==> src/rtl/timer_arb_pkg.sv <==
// Shared definitions for the timer arbiter: FSM state type and encodings.
package timer_arb_pkg;

    typedef logic [1:0] state_t;

    localparam state_t ST_IDLE = 2'd0;
    localparam state_t ST_LOAD = 2'd1;
    localparam state_t ST_RUN  = 2'd2;
    localparam state_t ST_DONE = 2'd3;

endpackage

==> src/rtl/rr_picker.sv <==
// Round-robin selector: scans requesters starting one past last_owner,
// wrapping around, and returns the first asserted one as a one-hot winner.
module rr_picker
    import timer_arb_pkg::*;
#(
    parameter int NUM_REQ = 4,
    localparam int LW = $clog2(NUM_REQ)
) (
    input  logic [NUM_REQ-1:0] req,
    input  logic [LW-1:0]      last_owner,
    output logic [NUM_REQ-1:0] winner,
    output logic               valid
);

    logic [LW-1:0] idx;

    // First requester found after last_owner (in wrap order) wins
    always_comb begin
        winner = '0;
        valid  = 1'b0;
        idx    = '0;
        for (int k = 1; k <= NUM_REQ; k++) begin
            idx = LW'((int'(last_owner) + k) % NUM_REQ);
            if (!valid && req[idx]) begin
                winner[idx] = 1'b1;
                valid       = 1'b1;
            end
        end
    end

endmodule

==> src/rtl/timer_arbiter.sv <==
// Timer arbiter: grants a shared seconds timer to one of NUM_REQ requesters
// in round-robin order, counts the requested interval down and pulses done.
// Optional feature macro: TIMER_ARBITER_FLASH_EN enables the 1 Hz flash
// output; without it flash is tied low and no flash register exists.
module timer_arbiter
    import timer_arb_pkg::*;
#(
    parameter int NUM_REQ       = 4,
    parameter int TICKS_PER_SEC = 100_000_000,
    parameter int SEC_W         = 4
) (
    input  logic                     clk,
    input  logic                     rst_n,
    input  logic [NUM_REQ-1:0]       req,
    input  logic [NUM_REQ*SEC_W-1:0] req_secs,
    input  logic                     abort,
    output logic [NUM_REQ-1:0]       grant,
    output logic [NUM_REQ-1:0]       done,
    output logic                     busy,
    output logic [SEC_W-1:0]         remaining,
    output logic                     flash
);

    localparam int LW = $clog2(NUM_REQ);
    localparam int TW = (TICKS_PER_SEC > 1) ? $clog2(TICKS_PER_SEC) : 1;
    localparam logic [TW-1:0] TICK_MAX = TW'(TICKS_PER_SEC - 1);

    state_t             state_q, state_d;
    logic [NUM_REQ-1:0] owner_q, owner_d;
    logic [LW-1:0]      last_q, last_d;
    logic [NUM_REQ-1:0] grant_q, grant_d;
    logic [NUM_REQ-1:0] done_q, done_d;
    logic [SEC_W-1:0]   rem_q, rem_d;
    logic [TW-1:0]      tick_q, tick_d;

    logic [NUM_REQ-1:0] pick_winner;
    logic               pick_valid;
    logic [LW-1:0]      owner_idx;
    logic [SEC_W-1:0]   sel_secs;
    logic               cancel;
    logic               tick_wrap;

    rr_picker #(
        .NUM_REQ (NUM_REQ)
    ) u_picker (
        .req        (req),
        .last_owner (last_q),
        .winner     (pick_winner),
        .valid      (pick_valid)
    );

    // Binary index of the current owner, used for last_owner and field select
    always_comb begin
        owner_idx = '0;
        for (int i = 0; i < NUM_REQ; i++) begin
            if (owner_q[i]) begin
                owner_idx = LW'(i);
            end
        end
    end

    assign sel_secs  = req_secs[int'(owner_idx)*SEC_W +: SEC_W];
    assign cancel    = abort || ((req & owner_q) == '0);
    assign tick_wrap = (state_q == ST_RUN) && (tick_q == TICK_MAX);

    // Next-state logic for the arbitration / countdown FSM
    always_comb begin
        state_d = state_q;
        owner_d = owner_q;
        last_d  = last_q;
        grant_d = grant_q;
        done_d  = '0;
        rem_d   = rem_q;
        tick_d  = tick_q;
        case (state_q)
            ST_IDLE: begin
                if (!abort && pick_valid) begin
                    owner_d = pick_winner;
                    state_d = ST_LOAD;
                end
            end
            ST_LOAD: begin
                if (cancel) begin
                    state_d = ST_IDLE;
                    grant_d = '0;
                    rem_d   = '0;
                    last_d  = owner_idx;
                end else begin
                    // req_secs is captured only here, later changes are ignored
                    grant_d = owner_q;
                    rem_d   = sel_secs;
                    tick_d  = '0;
                    state_d = (sel_secs == '0) ? ST_DONE : ST_RUN;
                end
            end
            ST_RUN: begin
                if (cancel) begin
                    state_d = ST_IDLE;
                    grant_d = '0;
                    rem_d   = '0;
                    tick_d  = '0;
                    last_d  = owner_idx;
                end else if (tick_wrap) begin
                    tick_d = '0;
                    rem_d  = rem_q - 1'b1;
                    if (rem_q == SEC_W'(1)) begin
                        state_d = ST_DONE;
                    end
                end else begin
                    tick_d = tick_q + 1'b1;
                end
            end
            default: begin
                done_d  = owner_q;
                grant_d = '0;
                last_d  = owner_idx;
                state_d = ST_IDLE;
            end
        endcase
    end

    // State registers with asynchronous active-low reset
    always_ff @(posedge clk or negedge rst_n) begin
        if (!rst_n) begin
            state_q <= ST_IDLE;
            owner_q <= '0;
            last_q  <= LW'(NUM_REQ - 1);
            grant_q <= '0;
            done_q  <= '0;
            rem_q   <= '0;
            tick_q  <= '0;
        end else begin
            state_q <= state_d;
            owner_q <= owner_d;
            last_q  <= last_d;
            grant_q <= grant_d;
            done_q  <= done_d;
            rem_q   <= rem_d;
            tick_q  <= tick_d;
        end
    end

`ifdef TIMER_ARBITER_FLASH_EN
    logic flash_q;

    // Blink toggles on each second boundary while running, cleared otherwise
    always_ff @(posedge clk or negedge rst_n) begin
        if (!rst_n) begin
            flash_q <= 1'b0;
        end else if (state_q != ST_RUN) begin
            flash_q <= 1'b0;
        end else if (tick_wrap && !cancel) begin
            flash_q <= ~flash_q;
        end
    end

    assign flash = flash_q && (state_q == ST_RUN);
`else
    assign flash = 1'b0;
`endif

    assign grant     = grant_q;
    assign done      = done_q;
    assign busy      = (state_q != ST_IDLE);
    assign remaining = rem_q;

endmodule

==> config.mk <==
export PLATFORM = sky130hd
export DESIGN_NAME = timer_arbiter
export DESIGN_NICKNAME = d
export VERILOG_FILES = /design/src/rtl/timer_arb_pkg.sv /design/src/rtl/rr_picker.sv /design/src/rtl/timer_arbiter.sv
export SDC_FILE = /design/constraint.sdc
export NUM_CORES = 1
export LEC_CHECK = 0
export BUFFER_PORTS_ARGS = -buffer_cell sky130_fd_sc_hd__buf_2
export CAP_MARGIN = 20
export CORE_MARGIN = 3
export CORE_UTILIZATION = 30
export CTS_BUF_LIST = sky130_fd_sc_hd__clkbuf_4 sky130_fd_sc_hd__clkbuf_8
export CTS_CLUSTER_SIZE = 30
export DETAILED_ROUTE_END_ITERATION = 6
export SYNTH_ARGS = -nofsm -noshare
export SYNTH_HDL_FRONTEND = slang
export SYNTH_SLANG_ARGS = --single-unit
==> constraint.sdc <==
create_clock -name clk -period 6.43 [get_ports clk]
set_input_delay 0.9645 -clock clk [delete_from_list [all_inputs] [get_ports clk]]
set_output_delay 0.9645 -clock clk [all_outputs]
set_load 0.05 [all_outputs]
Word level (Yosys, flattened, before mapping)
Cells that the tools add are included.
W data, S select, Z words.
- add/sub/neg operators: 6
- $mul: 0
- div/mod/pow operators: 0
- magnitude comparators: 8
- equality and inequality tests: 10
- shift operators: 1
- muxes and demuxes: 48
- bitwise operators: 5
- reductions and logical operators: 27
- operators with widths (cell ; number):
    $mux W27 ; 3
    $pmux W27 S2 ; 1
    $mux W4 ; 10
    $add A27 B1 Y27 const B ; 1
    $eq A27 B27 Y1 const B ; 1
    $mux W2 ; 8
    $shiftx A16 B5 Y4 ; 1
    $mux W1 ; 14
    $lt A2 B3 Y1 const B ; 4
    $or A4 B4 Y4 ; 3
    $pmux W4 S3 ; 1
    $reduce_and A2 Y1 ; 5
    $logic_and A1 B1 Y1 ; 9
    $bmux W1 S2 ; 4
    $demux W1 S2 ; 4
    $ge A2 B1 Y1 const B ; 4
    $logic_not A4 Y1 ; 2
    $pmux W4 S2 ; 1
    $ne A2 B2 Y1 const B ; 3
    $pmux W2 S3 ; 1
    $add A2 B1 Y2 const B ; 2
    $add A2 B2 Y2 const B ; 2
    $and A4 B4 Y4 ; 1
    $eq A4 B1 Y1 const B ; 1
    15 further kinds ; 19
- register bits: 47
- latch bits: 0
- bits in writable memories: 0
- bits in read-only memories: 0
- input bits: 23
- output and inout port bits: 14
- word-level logic and storage cells: 112
- memories: 0

Depth between registers and ports, before layout
Gate-level depths: netlist of the first run.
- depth in word-level cells: 16
- depth in mapped cells: 8
- gate-level depth less buffers: 7

Hierarchy
From an unflattened synthesis of the first run, not the netlist that was laid out.
- cells, all modules: 339
- area total of the unflattened synthesis: 3295.7 um2
- by module, submodules not included (module ; times used ; cells an instance ; area each (um2) ; seq. area each (um2)):
    timer_arbiter ; 1 ; 291 ; 2880.3 ; 1178.6
    rr_picker ; 1 ; 48 ; 415.4 ; 0.0

Worst setup path before layout of the first run
Ideal clock, no wire load.
- kind: in2reg
- start point: input req[2]
- end point: register rem_q[2], in the netlist remaining[2]
- setup time: 0.122 ns
- data arrival time: 2.336 ns
- data required time: 6.308 ns
- setup slack: 3.973 ns
- cell stages on the path: 7
- path buffers: 2
- cell sequence: buf_2 > a22oi_1 > a21boi_1 > o31ai_2 > buf_4 > o221ai_1 > a32o_1
- longest elaborated chain between the ends: 5
- elaborated cells between the ends (all ways): 8
- classes of those cells: eq/ne (1); mux (3); bitwise (1); reduce/logical (3)
- ends and longest elaborated chain (what ; line ; text):
    start: declaration ; timer_arbiter.sv:14 ; input logic [NUM_REQ-1:0] req,
    $and A4 B4 Y4 * ; timer_arbiter.sv:63 ; assign cancel = abort || ((req & owner_q) == '0);
    $logic_not A4 Y1 * ; timer_arbiter.sv:63 ;
    $logic_or A1 B1 Y1 * ; timer_arbiter.sv:63 ;
    $mux W4, or another cell as far along ; timer_arbiter.sv:97 ; if (cancel) begin
    $pmux W4 S2 or $reduce_and A2 Y1 (tied branches) ; n/a ;
    end signal: assignment ; timer_arbiter.sv:138 ; rem_q <= rem_d;
    end: declaration ; timer_arbiter.sv:33 ; logic [SEC_W-1:0] rem_q, rem_d;
Every way passes the cells marked *; elsewhere a longest branch is shown, timed or not.
A chain may end at the register's enable or synchronous reset.

Worst setup path in the final report of the first run
- start point: register state_q[0]
- end point: register state_q[1]
- longest elaborated chain between the ends: 4
- elaborated cells between the ends (all ways): 9
- classes of those cells: eq/ne (5); mux (1); reduce/logical (3)
- ends and longest elaborated chain (what ; line ; text):
    start: declaration ; timer_arbiter.sv:28 ; state_t state_q, state_d;
    start signal: assignment ; timer_arbiter.sv:133 ; state_q <= state_d;
    $eq A2 B2 Y1 ; timer_arbiter.sv:64, timer_arbiter.sv:75 ;
    $logic_and A1 B1 Y1 ; timer_arbiter.sv:64 ; assign tick_wrap = (state_q == ST_RUN) && (tick_q == TICK_MAX);
    $ne A3 B3 Y1 (no source line) ; n/a ;
    $reduce_and A3 Y1 (no source line) ; n/a ;
Several ways; a longest one is shown, not always the timed one.

==> results of run 1 <==
## cell type report
class | count | share of cell area
Inverter | 13 | 0.0138
Tap cell | 133 | 0.0471
Multi-Input combinational cell | 256 | 0.523
Clock inverter | 3 | 0.00814
Sequential cell | 47 | 0.333
Timing Repair Buffer | 36 | 0.0552
Clock buffer | 5 | 0.0195
## registers in the layout (all words and copies together), names as in the netlist
register	cells
tick_q	27
done	4
grant	4
owner_q	4
remaining	4
last_q	2
state_q	2
## metrics by stage
stage / power [µW] / instance area [µm²]
2_1_floorplan: 900 / 3160
3_3_place_gp: 1030 / 3420
3_5_place_dp: 1040 / 3420
4_1_cts: 1240 / 3520
5_1_grt: 1320 / 3540
6_report: 1230 / 3540
## layer usage
| metal | wire (µm) | global-route usage |
|---|---|---|
| met5 | 0 | 0 |
| met4 | 61 | 0.0261 |
| met3 | 364 | 0.0233 |
| met2 | 3560 | 0.221 |
| met1 | 3370 | 0.170 |
## layout by cell type (no fill, tap or decap), types with 13 or more instances in the layout
| cell type | count |
|---|---|
| nand3_1 | 13 |
| xnor2_1 | 16 |
| ha_1 | 15 |
| buf_2 | 35 |
| inv_1 | 13 |
| dfrtp_1 | 45 |
| nand2_1 | 23 |
| nor2_1 | 30 |
| nor2b_1 | 13 |
| a211oi_1 | 13 |
## power by group
group | switching [µW] | total [µW] | internal (µW)
clock network | 116 | 199 | 82.3
registers | 79.0 | 424 | 345
logic | 388 | 611 | 223
total | 583 | 1230 | 651
## worst paths after layout
path | from | end | slack [ns] | cells after the start
max in group asynchronous | rst_n | last_q[0] | 5.33 | 2
worst max register to register | state_q[0] | state_q[1] | 3.49 | 7
worst min register to register | grant[3] | grant[3] | 0.49 | 2
min in group asynchronous | rst_n | tick_q[1] | 0.54 | 1
worst min-delay path | grant[3] | grant[3] | 0.49 | 2
worst max-delay path | state_q[0] | state_q[1] | 3.49 | 7
## critical path, stage by stage, from the launching register on
cell	delay, ns
dfrtp_1	0.44
inv_1	0.10
ha_1	0.45
nor4bb_1	0.26
nand4_1	0.27
o31ai_2	0.74
o211ai_1	0.24
mux2_2	0.33
## cell families after synthesis
| kind of cell | count (synthesis) | synth area share |
|---|---|---|
| AOI/OAI and AO/OA | 88 | 0.221 |
| xor gates and xnor gates | 18 | 0.0499 |
| adders and majority gates | 15 | 0.0595 |
| buffers and inverters | 28 | 0.0408 |
| DFF | 47 | 0.373 |
| muxes | 8 | 0.0377 |
| other | 1 | 0.00119 |
| and+or+nand+nor | 126 | 0.216 |
==> reports/qor.csv, run 1 <==
metric,value,unit
antenna_found_initial,0,
die_area,11800,µm²
multi_input_area,1850,µm²
rsz0062_at_grt,no,
post-cts-setup-buffers,0,
yosys-top-cells-area,"dfrtp_1 (36%), ha_1 (5.9%), xnor2_1 (4.4%)",
grt_pass1_vias,2537,
clock-sinks,47,
grt_overflow,0,
p_leak,0.00153,µW
synth.most_common_cell,dfrtp_1,
start_util,0.316,
numCtsBuffers,5,
nFillCells,1045,
diodes,0,
synth_area,3160,µm²
cts_tree,built,
worstPathRequired,6.64,ns
powerDensity,349,nW/µm²
ctsHoldBuffers,0,
place.gp.congestion,0.837,
period_share,0.458,
rows,36,
dp.cells,484,
timing.final.ws_setup,3.49,ns
io_pins,37,
avgSynthCellArea,9.54,µm²
fmax,340,MHz
grt_pass1_wl,12.4,mm
htreeDepth,2,
status,completed,
critPathLaunchType,flip-flop,
wl_per_cell,14.9,µm
final_net_count,397,
vias_per_cell,5.27,
cts-resized-gates,0,
synth-async-reset-ratio,1.00,
cts_root_buf,clkbuf_8,
route.vias.total,2600,
fin_setup_tns,0,ns
arrival,3.15,ns
wl,7.36,mm
slew_headroom,0.434,
clock_skew,0.0113,ns
fp.dieH,109,µm
setup-violations-final,0,
ant_nets,0,
syn-num-nets,369,
drt_iter0_drc,107,
post-route-min-period,2.94,ns
drc,0,
clockBufferDepth,2,
hold_viol_final,0,
ir_drop,208,µV
port_buffers,35,
post-place-ws,3.47,ns
drv_cap,0,
end_kind,flip-flop,
die_w,109,µm
slew_viol_final,0,
hp-class,flip-flop to flip-flop,
drive_gt1_frac,0.183,
synth_commonest_cells,"dfrtp_1 (45), nor2_1 (30), nand2_1 (23)",
core_area,10000,µm²
holdWs,0.487,ns
synthCells,331,
worst_slew_pin_slew,0.849,ns
ys_seq_area_frac,0.373,
synth-seq-cells,47,
crit_fanout,14,
grt_usage,0.129,
area_growth,12.0,%
synth_cell_types,65,
post-route-util,0.354,
netlist.area_leader.share,0.357,
drt_first_pass_iters,5,
clock_latency,0.31,ns
clk_pin_slew,0.11,ns
synth-edff-count,0,
yosys_warnings,0,
grt_max_degree,48,
yosysTopAreaCell,dfrtp_1,
final_cells,493,
criticalPathCategory,flip-flop to flip-flop,
ys.flop_type,dfrtp_1,
regArea,1180,µm²
hpwl,5.44,mm
Note: power is estimated with default switching activity, not from simulation.
==> inputs of run 2 (changes only) <==
ABC_AREA = 1   (was not set)
clock period = 3 ns   (was 6.43 ns; I/O delays follow)
==> reports/qor.csv, run 2 <==
metric,value,unit,change
rows,37,,+2.8%
powerDensity,717,nW/µm²,+110%
synthMuxAreaShare,0,,-0.0377
path_common_cell,nor2_1,,
grt_usage,0.134,,+0.00505
clock_latency,0.32,ns,about the same
setup-violations-final,0,,unchanged
vias_per_cell,4.71,,-11%
place.gp.congestion,0.919,,+9.8%
synth_commonest_cells,"nand2_1 (151), inv_1 (66), nor2_1 (63)",,
fp.dieH,112,µm,+2.9%
slew_headroom,0.586,,+0.152
period_share,0.812,,+0.354
crit_path_max_incr_delay,0.52,ns,-0.22 ns
worstPathCellList,inv_1 -> ha_1 -> nor2_1 -> o21ai_4 -> inv_1 -> nor2_1 -> nand3_1 -> nand2_1 -> nor2_1,,
fin_setup_tns,0,ns,unchanged
slew_viol_final,0,,unchanged
synth-edff-count,0,,unchanged
grt_pass1_vias,3016,,+19%
synthSimpleGateAreaFrac,0.392,,+0.176
drv_cap,0,,unchanged
numCtsBuffers,5,,unchanged
drive_gt1_frac,0.126,,-0.0574
post-cts-setup-buffers,0,,unchanged
final_net_count,577,,+45%
arrival,2.64,ns,-0.51 ns
syn-num-nets,540,,+46%
post_dp_cell_area,3660,µm²,+7.1%
grt_max_degree,48,,unchanged
layout_common_cells,"nand2_1 (151), inv_1 (66), nor2_1 (63)",,
avgSynthCellArea,6.68,µm²,-30%
worstPathRequired,3.20,ns,-3.44 ns
final_cell_area,3780,µm²,+6.8%
post-route-min-period,2.44,ns,-0.506 ns
timing.final.ws_setup,0.563,ns,-2.92 ns
port_buffers,35,,unchanged
hp-class,input port to asynchronous set/reset pin,,
yosys_warnings,0,,unchanged
cts-resized-gates,0,,unchanged
clockBufferDepth,2,,unchanged
htreeDepth,2,,unchanged
critPathLaunchType,flip-flop,,
status,completed,,
synth-seq-cells,47,,unchanged
die_area,12500,µm²,+5.9%
die_w,112,µm,+2.9%
crit_buf_inv,2,,+1
ys.flop_type,dfrtp_1,,
yosys.area_share.xor_xnor,0.0131,,-0.0369
cts_root_buf,clkbuf_8,,
post-place-ws,0.581,ns,-2.89 ns
grt_pass1_wl,14.2,mm,+14%
clock_skew,0.0189,ns,+0.00755 ns
fmax,410,MHz,+21%
largest_reg_flops,27,,unchanged
io_pins,37,,unchanged
grt_overflow,0,,unchanged
synthCells,502,,+52%
crit_fanout,22,,+8
ctsHoldBuffers,0,,unchanged
yosysTopAreaCell,dfrtp_1,,
netlist.area_leader.share,0.336,,-0.0210
synth_area,3350,µm²,+6.3%
synthAdderAreaFrac,0.0559,,-0.00350
start_util,0.316,,+0.000726
drt_iter0_drc,188,,+76%
dp.cells,667,,+38%
critPathTopFamily,simple AND/OR/NAND/NOR gates,,
wl_per_cell,12.3,µm,-18%
yosys-top-cells-area,"dfrtp_1 (34%), nand2_1 (17%), inv_1 (7.4%)",,
worst_slew_pin_slew,0.619,ns,-0.231 ns
post-route-util,0.356,,+0.00259
core_area,10600,µm²,+6.0%
synth_compound_gate_area_share,0.0951,,-0.126
criticalPathCategory,flip-flop to flip-flop,,
area_growth,12.6,%,
rsz0062_at_grt,no,,
synth-async-reset-ratio,1.00,,unchanged
synth_cell_types,38,,-42%
antenna_found_initial,0,,unchanged
p_leak,0.00188,µW,+23%
diodes,0,,unchanged
ant_nets,0,,unchanged
wl,8.31,mm,+13%
crit_slowest_cell,o21ai_4,,
ys_seq_area_frac,0.351,,-0.0220
clk_pin_slew,0.11,ns,about the same
clock-sinks,47,,unchanged
hold_viol_final,0,,unchanged
end_kind,flip-flop,,
hpwl,6.44,mm,+18%
drc,0,,unchanged
cts_tree,built,,
synth.most_common_cell,nand2_1,,
ir_drop,393,µV,+89%
final_cells,676,,+37%
layout_commonest_cell,nand2_1,,
synth_top_family_by_area,simple AND/OR/NAND/NOR gates,,
drt_first_pass_iters,4,,-1
largest-register,tick_q,,
route.vias.total,3181,,+22%
-- run 2: metal layers --
layer / routed length (µm) / global-route usage / part of all wire
met5: 0 / 0 / 0
met4: 81 / 0.0276 / 0.0098
met3: 404 / 0.0234 / 0.049
met2: 3750 / 0.219 / 0.45
met1: 4070 / 0.186 / 0.49
-- run 2: logic make-up (layout without fill, tap and decap cells) --
group / count (synthesis) / after routing
flip-flops: 47 / 47
AND/OR/NAND/NOR: 301 / 301
other: 1 / 1
buffers and inverters: 77 / 115
adder cells (fa/ha/maj): 15 / 15
AO/OA/AOI/OAI: 56 / 56
XOR/XNOR: 5 / 5
-- run 2: stage by stage --
stage / power (µW) / hold slack (ns)
2_1_floorplan: 1980 / 0.154
3_3_place_gp: 2290 / 0.477
3_5_place_dp: 2310 / 0.468
4_1_cts: 2740 / 0.394
5_1_grt: 2960 / 0.157
6_report: 2710 / 0.117
-- run 2: layout make-up --
type,instances,area (µm²)
clock buffer,5,68.8
clock inverter,3,26.3
fill,1124,6830
inverter,71,267
multi-input combinational,378,1870
sequential,47,1180
tap,136,170
timing repair buffer,36,195
-- run 2: worst register-to-register path, delay by kind of cell (launching register included) --
family                   cells  cell delay, ns
AND/OR/NAND/NOR              5            0.54
AO/OA/AOI/OAI                1            0.52
buffers and inverters        2            0.47
flip-flops                   1            0.44
adder cells (fa/ha/maj)      1            0.35
-- run 2: where the power goes --
group / internal [µW] / leakage, µW / switching [µW]
Sequential: 723 / 0.000641 / 103
Combinational: 397 / 0.00119 / 1070
Clock: 172 / 0.0000491 / 244
-- run 2: final timing paths --
| path | from | end | slack [ns] | depth (start not counted) |
|---|---|---|---|---|
| setup / recovery | state_q[0] | tick_q[24] | 0.56 | 9 |
| hold / removal | rst_n | tick_q[22] | 0.12 | 1 |
| setup reg to reg | state_q[0] | tick_q[24] | 0.56 | 9 |
| hold reg to reg | grant[3] | grant[3] | 0.50 | 2 |
| max in group asynchronous | rst_n | tick_q[24] | 2.33 | 2 |
| min in group clk | grant[3] | grant[3] | 0.50 | 2 |
